===== src/rtl/rng_arbiter_pkg.sv =====
// Shared types and constants for the random-source arbiter and its LFSR.
package rng_arbiter_pkg;

  typedef enum logic [1:0] {
    ST_IDLE  = 2'd0,
    ST_SPIN  = 2'd1,
    ST_VALID = 2'd2
  } state_e;

  localparam int LFSR_WIDTH  = 32;
  localparam int SPIN_CYCLES = 8;
  localparam logic [LFSR_WIDTH-1:0] LFSR_LOCKUP = 32'hFFFF_FFFF;

  // XNOR Fibonacci step, taps 31/29/25/24; all-ones is the only fixed point.
  function automatic logic [LFSR_WIDTH-1:0] lfsr_next(input logic [LFSR_WIDTH-1:0] v);
    return {v[LFSR_WIDTH-2:0], ~(v[31] ^ v[29] ^ v[25] ^ v[24])};
  endfunction

endpackage


===== src/rtl/rng_lfsr32.sv =====
// 32-bit XNOR LFSR with a load port that takes priority over shifting.
module rng_lfsr32
  import rng_arbiter_pkg::*;
#(
  parameter logic [31:0] SEED_DEFAULT = 32'hACE1_2345
) (
  input  logic        i_clk,
  input  logic        i_reset_n,
  input  logic        i_shift_en,
  input  logic        i_load,
  input  logic [31:0] i_load_value,
  output logic [31:0] o_value
);

  logic [LFSR_WIDTH-1:0] lfsr_q, lfsr_d;

  always_comb begin
    lfsr_d = lfsr_q;
    if (i_load) begin
      lfsr_d = i_load_value;
    end else if (i_shift_en) begin
      lfsr_d = lfsr_next(lfsr_q);
    end
  end

  always_ff @(posedge i_clk) begin
    if (!i_reset_n) lfsr_q <= SEED_DEFAULT;
    else            lfsr_q <= lfsr_d;
  end

  assign o_value = lfsr_q;

endmodule


===== src/rtl/rng_arbiter.sv =====
// Round-robin arbiter streaming LFSR bytes (8 fresh shifts each) to one requester per burst.
// state | meaning
// IDLE  | no grant; seed loads accepted here, else arbitrate
// SPIN  | LFSR shifting, 8 cycles per byte
// VALID | byte presented, LFSR frozen until handshake
module rng_arbiter
  import rng_arbiter_pkg::*;
#(
  parameter int          N_REQ        = 4,
  parameter int          BURST_LEN    = 32,
  parameter logic [31:0] SEED_DEFAULT = 32'hACE1_2345
) (
  input  logic             i_clk,
  input  logic             i_reset_n,
  input  logic [31:0]      i_seed,
  input  logic             i_seed_valid,
  output logic             o_seed_ack,
  input  logic [N_REQ-1:0] i_req,
  output logic [N_REQ-1:0] o_gnt,
  output logic [7:0]       o_data,
  output logic             o_valid,
  input  logic             i_ready,
  output logic             o_last,
  output logic             o_busy
);

  localparam int IDX_W = (N_REQ > 1) ? $clog2(N_REQ) : 1;

  state_e             state_q, state_d;
  logic [N_REQ-1:0]   gnt_q, gnt_d;
  logic [IDX_W-1:0]   gnt_idx_q, gnt_idx_d;
  logic [IDX_W-1:0]   ptr_q, ptr_d;
  logic [7:0]         cnt_q, cnt_d;
  logic [2:0]         spin_q, spin_d;
  logic               seed_ack_q, seed_ack_d;

  logic               lfsr_shift, lfsr_load;
  logic [31:0]        lfsr_load_value, lfsr_val;

  logic [2*N_REQ-1:0] req_dbl;
  logic [N_REQ-1:0]   req_rot;
  logic               found;
  logic [IDX_W-1:0]   win_idx;
  logic               held, last_byte;

  function automatic logic [IDX_W-1:0] wrap_add(input logic [IDX_W-1:0] base,
                                                input logic [IDX_W-1:0] off);
    logic [IDX_W:0] s;
    s = {1'b0, base} + {1'b0, off};
    if (s >= (IDX_W+1)'(N_REQ)) s = s - (IDX_W+1)'(N_REQ);
    return s[IDX_W-1:0];
  endfunction

  rng_lfsr32 #(.SEED_DEFAULT(SEED_DEFAULT)) u_lfsr (
    .i_clk        (i_clk),
    .i_reset_n    (i_reset_n),
    .i_shift_en   (lfsr_shift),
    .i_load       (lfsr_load),
    .i_load_value (lfsr_load_value),
    .o_value      (lfsr_val)
  );

  // Rotate so bit k is requester (ptr+k); scanning high-to-low leaves the nearest winner.
  always_comb begin
    req_dbl = {i_req, i_req} >> ptr_q;
    req_rot = req_dbl[N_REQ-1:0];
    found   = 1'b0;
    win_idx = '0;
    for (int k = N_REQ-1; k >= 0; k--) begin
      if (req_rot[k]) begin
        found   = 1'b1;
        win_idx = wrap_add(ptr_q, IDX_W'(k));
      end
    end
  end

  assign held      = |(i_req & gnt_q);
  assign last_byte = (cnt_q == 8'(BURST_LEN-1));

  always_comb begin
    state_d         = state_q;
    gnt_d           = gnt_q;
    gnt_idx_d       = gnt_idx_q;
    ptr_d           = ptr_q;
    cnt_d           = cnt_q;
    spin_d          = spin_q;
    seed_ack_d      = 1'b0;
    lfsr_shift      = 1'b0;
    lfsr_load       = 1'b0;
    lfsr_load_value = i_seed;

    case (state_q)
      ST_IDLE: begin
        if (i_seed_valid) begin
          lfsr_load       = 1'b1;
          lfsr_load_value = (i_seed == LFSR_LOCKUP) ? SEED_DEFAULT : i_seed;
          seed_ack_d      = 1'b1;
        end else if (found) begin
          gnt_d          = '0;
          gnt_d[win_idx] = 1'b1;
          gnt_idx_d      = win_idx;
          cnt_d          = '0;
          spin_d         = '0;
          state_d        = ST_SPIN;
        end
      end
      ST_SPIN: begin
        lfsr_shift = 1'b1;
        if (!held) begin
          gnt_d   = '0;
          ptr_d   = wrap_add(gnt_idx_q, IDX_W'(1));
          state_d = ST_IDLE;
        end else if (spin_q == 3'(SPIN_CYCLES-1)) begin
          state_d = ST_VALID;
        end else begin
          spin_d = spin_q + 3'd1;
        end
      end
      ST_VALID: begin
        if (i_ready) cnt_d = cnt_q + 8'd1;
        if (!held || (i_ready && last_byte)) begin
          gnt_d   = '0;
          ptr_d   = wrap_add(gnt_idx_q, IDX_W'(1));
          state_d = ST_IDLE;
        end else if (i_ready) begin
          spin_d  = '0;
          state_d = ST_SPIN;
        end
      end
      default: begin
        gnt_d   = '0;
        state_d = ST_IDLE;
      end
    endcase
  end

  always_ff @(posedge i_clk) begin
    if (!i_reset_n) begin
      state_q    <= ST_IDLE;
      gnt_q      <= '0;
      gnt_idx_q  <= '0;
      ptr_q      <= '0;
      cnt_q      <= '0;
      spin_q     <= '0;
      seed_ack_q <= 1'b0;
    end else begin
      state_q    <= state_d;
      gnt_q      <= gnt_d;
      gnt_idx_q  <= gnt_idx_d;
      ptr_q      <= ptr_d;
      cnt_q      <= cnt_d;
      spin_q     <= spin_d;
      seed_ack_q <= seed_ack_d;
    end
  end

  assign o_seed_ack = seed_ack_q;
  assign o_gnt      = gnt_q;
  assign o_data     = lfsr_val[7:0];
  assign o_valid    = (state_q == ST_VALID);
  assign o_last     = o_valid && last_byte;
  assign o_busy     = (state_q != ST_IDLE);

endmodule


===== config.mk =====
export PLATFORM = sky130hd
export DESIGN_NAME = rng_arbiter
export DESIGN_NICKNAME = d
export VERILOG_FILES = /design/src/rtl/rng_arbiter_pkg.sv /design/src/rtl/rng_lfsr32.sv /design/src/rtl/rng_arbiter.sv
export SDC_FILE = /design/constraint.sdc
export NUM_CORES = 1
export LEC_CHECK = 0
export ABC_AREA = 0
export CAP_MARGIN = 20
export CELL_PAD_IN_SITES_DETAIL_PLACEMENT = 1
export CELL_PAD_IN_SITES_GLOBAL_PLACEMENT = 1
export CORE_ASPECT_RATIO = 2
export CORE_MARGIN = 5
export CORE_UTILIZATION = 38
export DETAILED_ROUTE_END_ITERATION = 10
export PLACE_DENSITY_LB_ADDON = 0.25
export SYNTH_ARGS = -nofsm -noshare
export SYNTH_HDL_FRONTEND = slang
export SYNTH_HIERARCHICAL = 1
export SYNTH_SLANG_ARGS = --single-unit
export TNS_END_PERCENT = 20

===== constraint.sdc =====
create_clock -name i_clk -period 1.8 [get_ports i_clk]
set_input_delay 0.36 -clock i_clk [delete_from_list [all_inputs] [get_ports i_clk]]
set_output_delay 0.36 -clock i_clk [all_outputs]
set_load 0.05 [all_outputs]

==> flow_summary.ini <==
[setup_path]
worstPathRequired_ns = 2.00
crit_fanout = 4
critPathCaptureType = flip-flop
critical_path.startpoint_type = input pin
crit_arrival_ns = 1.96
crit_type = in -> reg

[power_and_ir_drop]
p_int_mw = 2.29
p_sw_uw = 845
p_sw_share_pct = 26.9
p_comb_share_pct = 24.3
power_leakage_nw = 1.90
clockPowerShare_pct = 33.3
power_density_nw_per_um2 = 756
seq_power_share_pct = 42.4
ir_drop_v = 0.000562

[cells_and_area]
antenna_cells = 0
area_growth_pct = 37.5
stdcell_area_um2 = 4150
fin_cells = 509
final_net_count = 455
drive_above_1_share_pct = 29.3

[synthesis]
synthTopCellsByArea = dfxtp_1, mux2_4, mux2i_1, mux2_2, nand2_1
ys_warn_count = 6
synth_edf_count = 0
synthCells = 336
async_reset_ff_share_pct = 0
ys_ff_latch = 54
synth_largest_area_cell = dfxtp_1
avgSynthCellArea_um2 = 8.99
synth_top_area_share_pct = 35.8
ys.flop_type = dfxtp_1
yosysUniqueCellTypes = 49
ys_top_cells_by_count = dfxtp_1, nand2_1, a21oi_1, and2_1, clkbuf_1
synth_most_common_cell = dfxtp_1
syn_nets = 379
ys_seq_area_share_pct = 35.8
synth_area_um2 = 3020

[global_routing]
grt_max_degree = 34
antenna_found_initial = 0
grt_pass1_wl_um = 13900
gr-total-overflow = 0
grt_pass1_vias = 2926
globalRouteTotalUtil_pct = 17.6

[floorplanning]
std_cell_rows = 46
core_um2 = 7830
die_area_um2 = 9940
initial_core_util_pct = 38.6
die_h_um = 136
die_x_um = 73.0
io-pin-count = 56

[detailed_routing]
viasPerCell = 5.21
ant_nets = 0
drc = 0
drtIter0Drc = 105
dr.pass1.iters = 4
wl_per_cell_um = 16.4
totalWireLength_um = 8360
vias = 2651

[timing]
setup_viol = 0
clock_skew_ns = 0.00628
fin_crit_ns = 1.76
slew-limit-headroom_pct = 78.8
timing.final.max_slew_violations = 0
worst_slew_pin_slew_ns = 0.317
hold_violations = 0
fmax_mhz = 567
rsz0062_at_grt = true
setup_tns_ns = 0
period_share_pct = 98.0

[clocking]
cts.sinks = 54
cts.path.max_buffers = 2
worst_skew_pair.late_latency_ns = 0.29
root_buffer = clkbuf_16
path_clk_slew_ns = 0.06
cts_tree = yes
h-tree-depth = 2
cts_made_buffers = 5

[place]
routabilityCongestion = 0.819
dp.cells = 498
dpl.hpwl_um = 6310
port_buffers = 55
place_area_um2 = 3860

[flow_run]
cap_violations = 0

[worst_hold_path]
hold_path.class = in -> reg

[outcome]
status = finished, final reports clean
-- worst max-delay path, stage by stage --
cell and delay, ns:
clkdlybuf4s50_1 0.49, buf_4 0.18, a22o_1 0.24, a221oi_2 0.33, inv_1 0.11, o32ai_1 0.26
-- power by group through the flow --
stage / registers (mW) / clock network [mW] / logic [mW]
2_1_floorplan: 1.42 / 0 / 0.402
3_3_place_gp: 1.35 / 0 / 0.733
3_5_place_dp: 1.36 / 0 / 0.755
4_1_cts: 1.33 / 1.09 / 0.764
5_1_grt: 1.34 / 1.12 / 0.827
6_report: 1.33 / 1.05 / 0.764
-- layout by cell type, fill, tap and decap left out, drive strengths merged, types with 14 or more instances in the layout --
cell type and n:
dfxtp 54, inv 14, mux2 29, clkdlybuf4s50 23
and2 21, dlymetal6s2s 16, nand2 48, a21oi 23
nand4 14, mux2i 18, nor2 15, buf 61
-- cells by family after synthesis --
logic type | after synthesis | share of synthesized area [%]
AND/OR/NAND/NOR | 126 | 22.6
flip-flops | 54 | 35.8
AO/OA/AOI/OAI | 51 | 11.0
multiplexers | 47 | 18.4
buffers and inverters | 45 | 8.12
XOR/XNOR | 10 | 2.90
adder cells (fa/ha/maj) | 3 | 1.24
-- worst paths after layout --
kind	start	endpoint	slack, ns	cells past startpoint
max	i_req[2]	o_gnt[1]$_SDFFE_PN0P_	0.04	6
min	i_seed[29]	u_lfsr/o_value[29]$_SDFFE_PN1P_	0.35	3
max reg2reg	cnt_q[0]$_SDFFE_PN0P_	ptr_q[0]$_SDFFE_PN0P_	0.11	8
min reg2reg	gnt_idx_q[1]$_SDFFE_PN0P_	gnt_idx_q[1]$_SDFFE_PN0P_	0.50	2
-- sequential cells by signal, indices dropped and copies added, names as in the netlist --
register,count
state_q,2
u_lfsr/o_value,32
spin_q,3
o_seed_ack,1
ptr_q,2
o_gnt,4
cnt_q,8
gnt_idx_q,2
-- routing by layer --
metal / global-route usage [%] / routed length [um] / vias to the layer above
met2: 31.2 / 4470 / 54
met4: 6.16 / 195 / 0
met1: 20.4 / 3430 / 1276
met3: 3.26 / 264 / 16
li1: - / - / 1305
met5: 0 / 0 / -
-- final cells by class --
class                   count  area [um^2]
repair buffers            100          971
inverters                  14         52.6
fillers                   918         3670
well taps                  96          120
multi-input cells         237         1760
flip-flops and latches     54         1080
clock buffers               8          166
-- what timing repair did --
| action | CTS | global route |
|---|---|---|
| pin swaps | 0 | 9 |
| setup buffers | 2 | 0 |
| gates cloned | 0 | 1 |
| hold buffers | 0 | 0 |
| resized for setup | 3 | 29 |
| endpoints found under the setup margin | 4 | 27 |
-- metrics by stage --
step / hold slack (ns) / total power, mW / worst slack (ns) / util (%)
floorplan: 0.446 / 1.82 / 0.137 / -
global placement: 0.466 / 2.08 / -0.213 / 49.3
detailed placement: 0.478 / 2.11 / -0.326 / 49.3
CTS: 0.499 / 3.18 / 0.00233 / 51.9
global route: 0.363 / 3.29 / -0.0463 / 53.1
finish: 0.346 / 3.14 / 0.0357 / 53.1
Note: power is estimated with default switching activity, not from simulation.
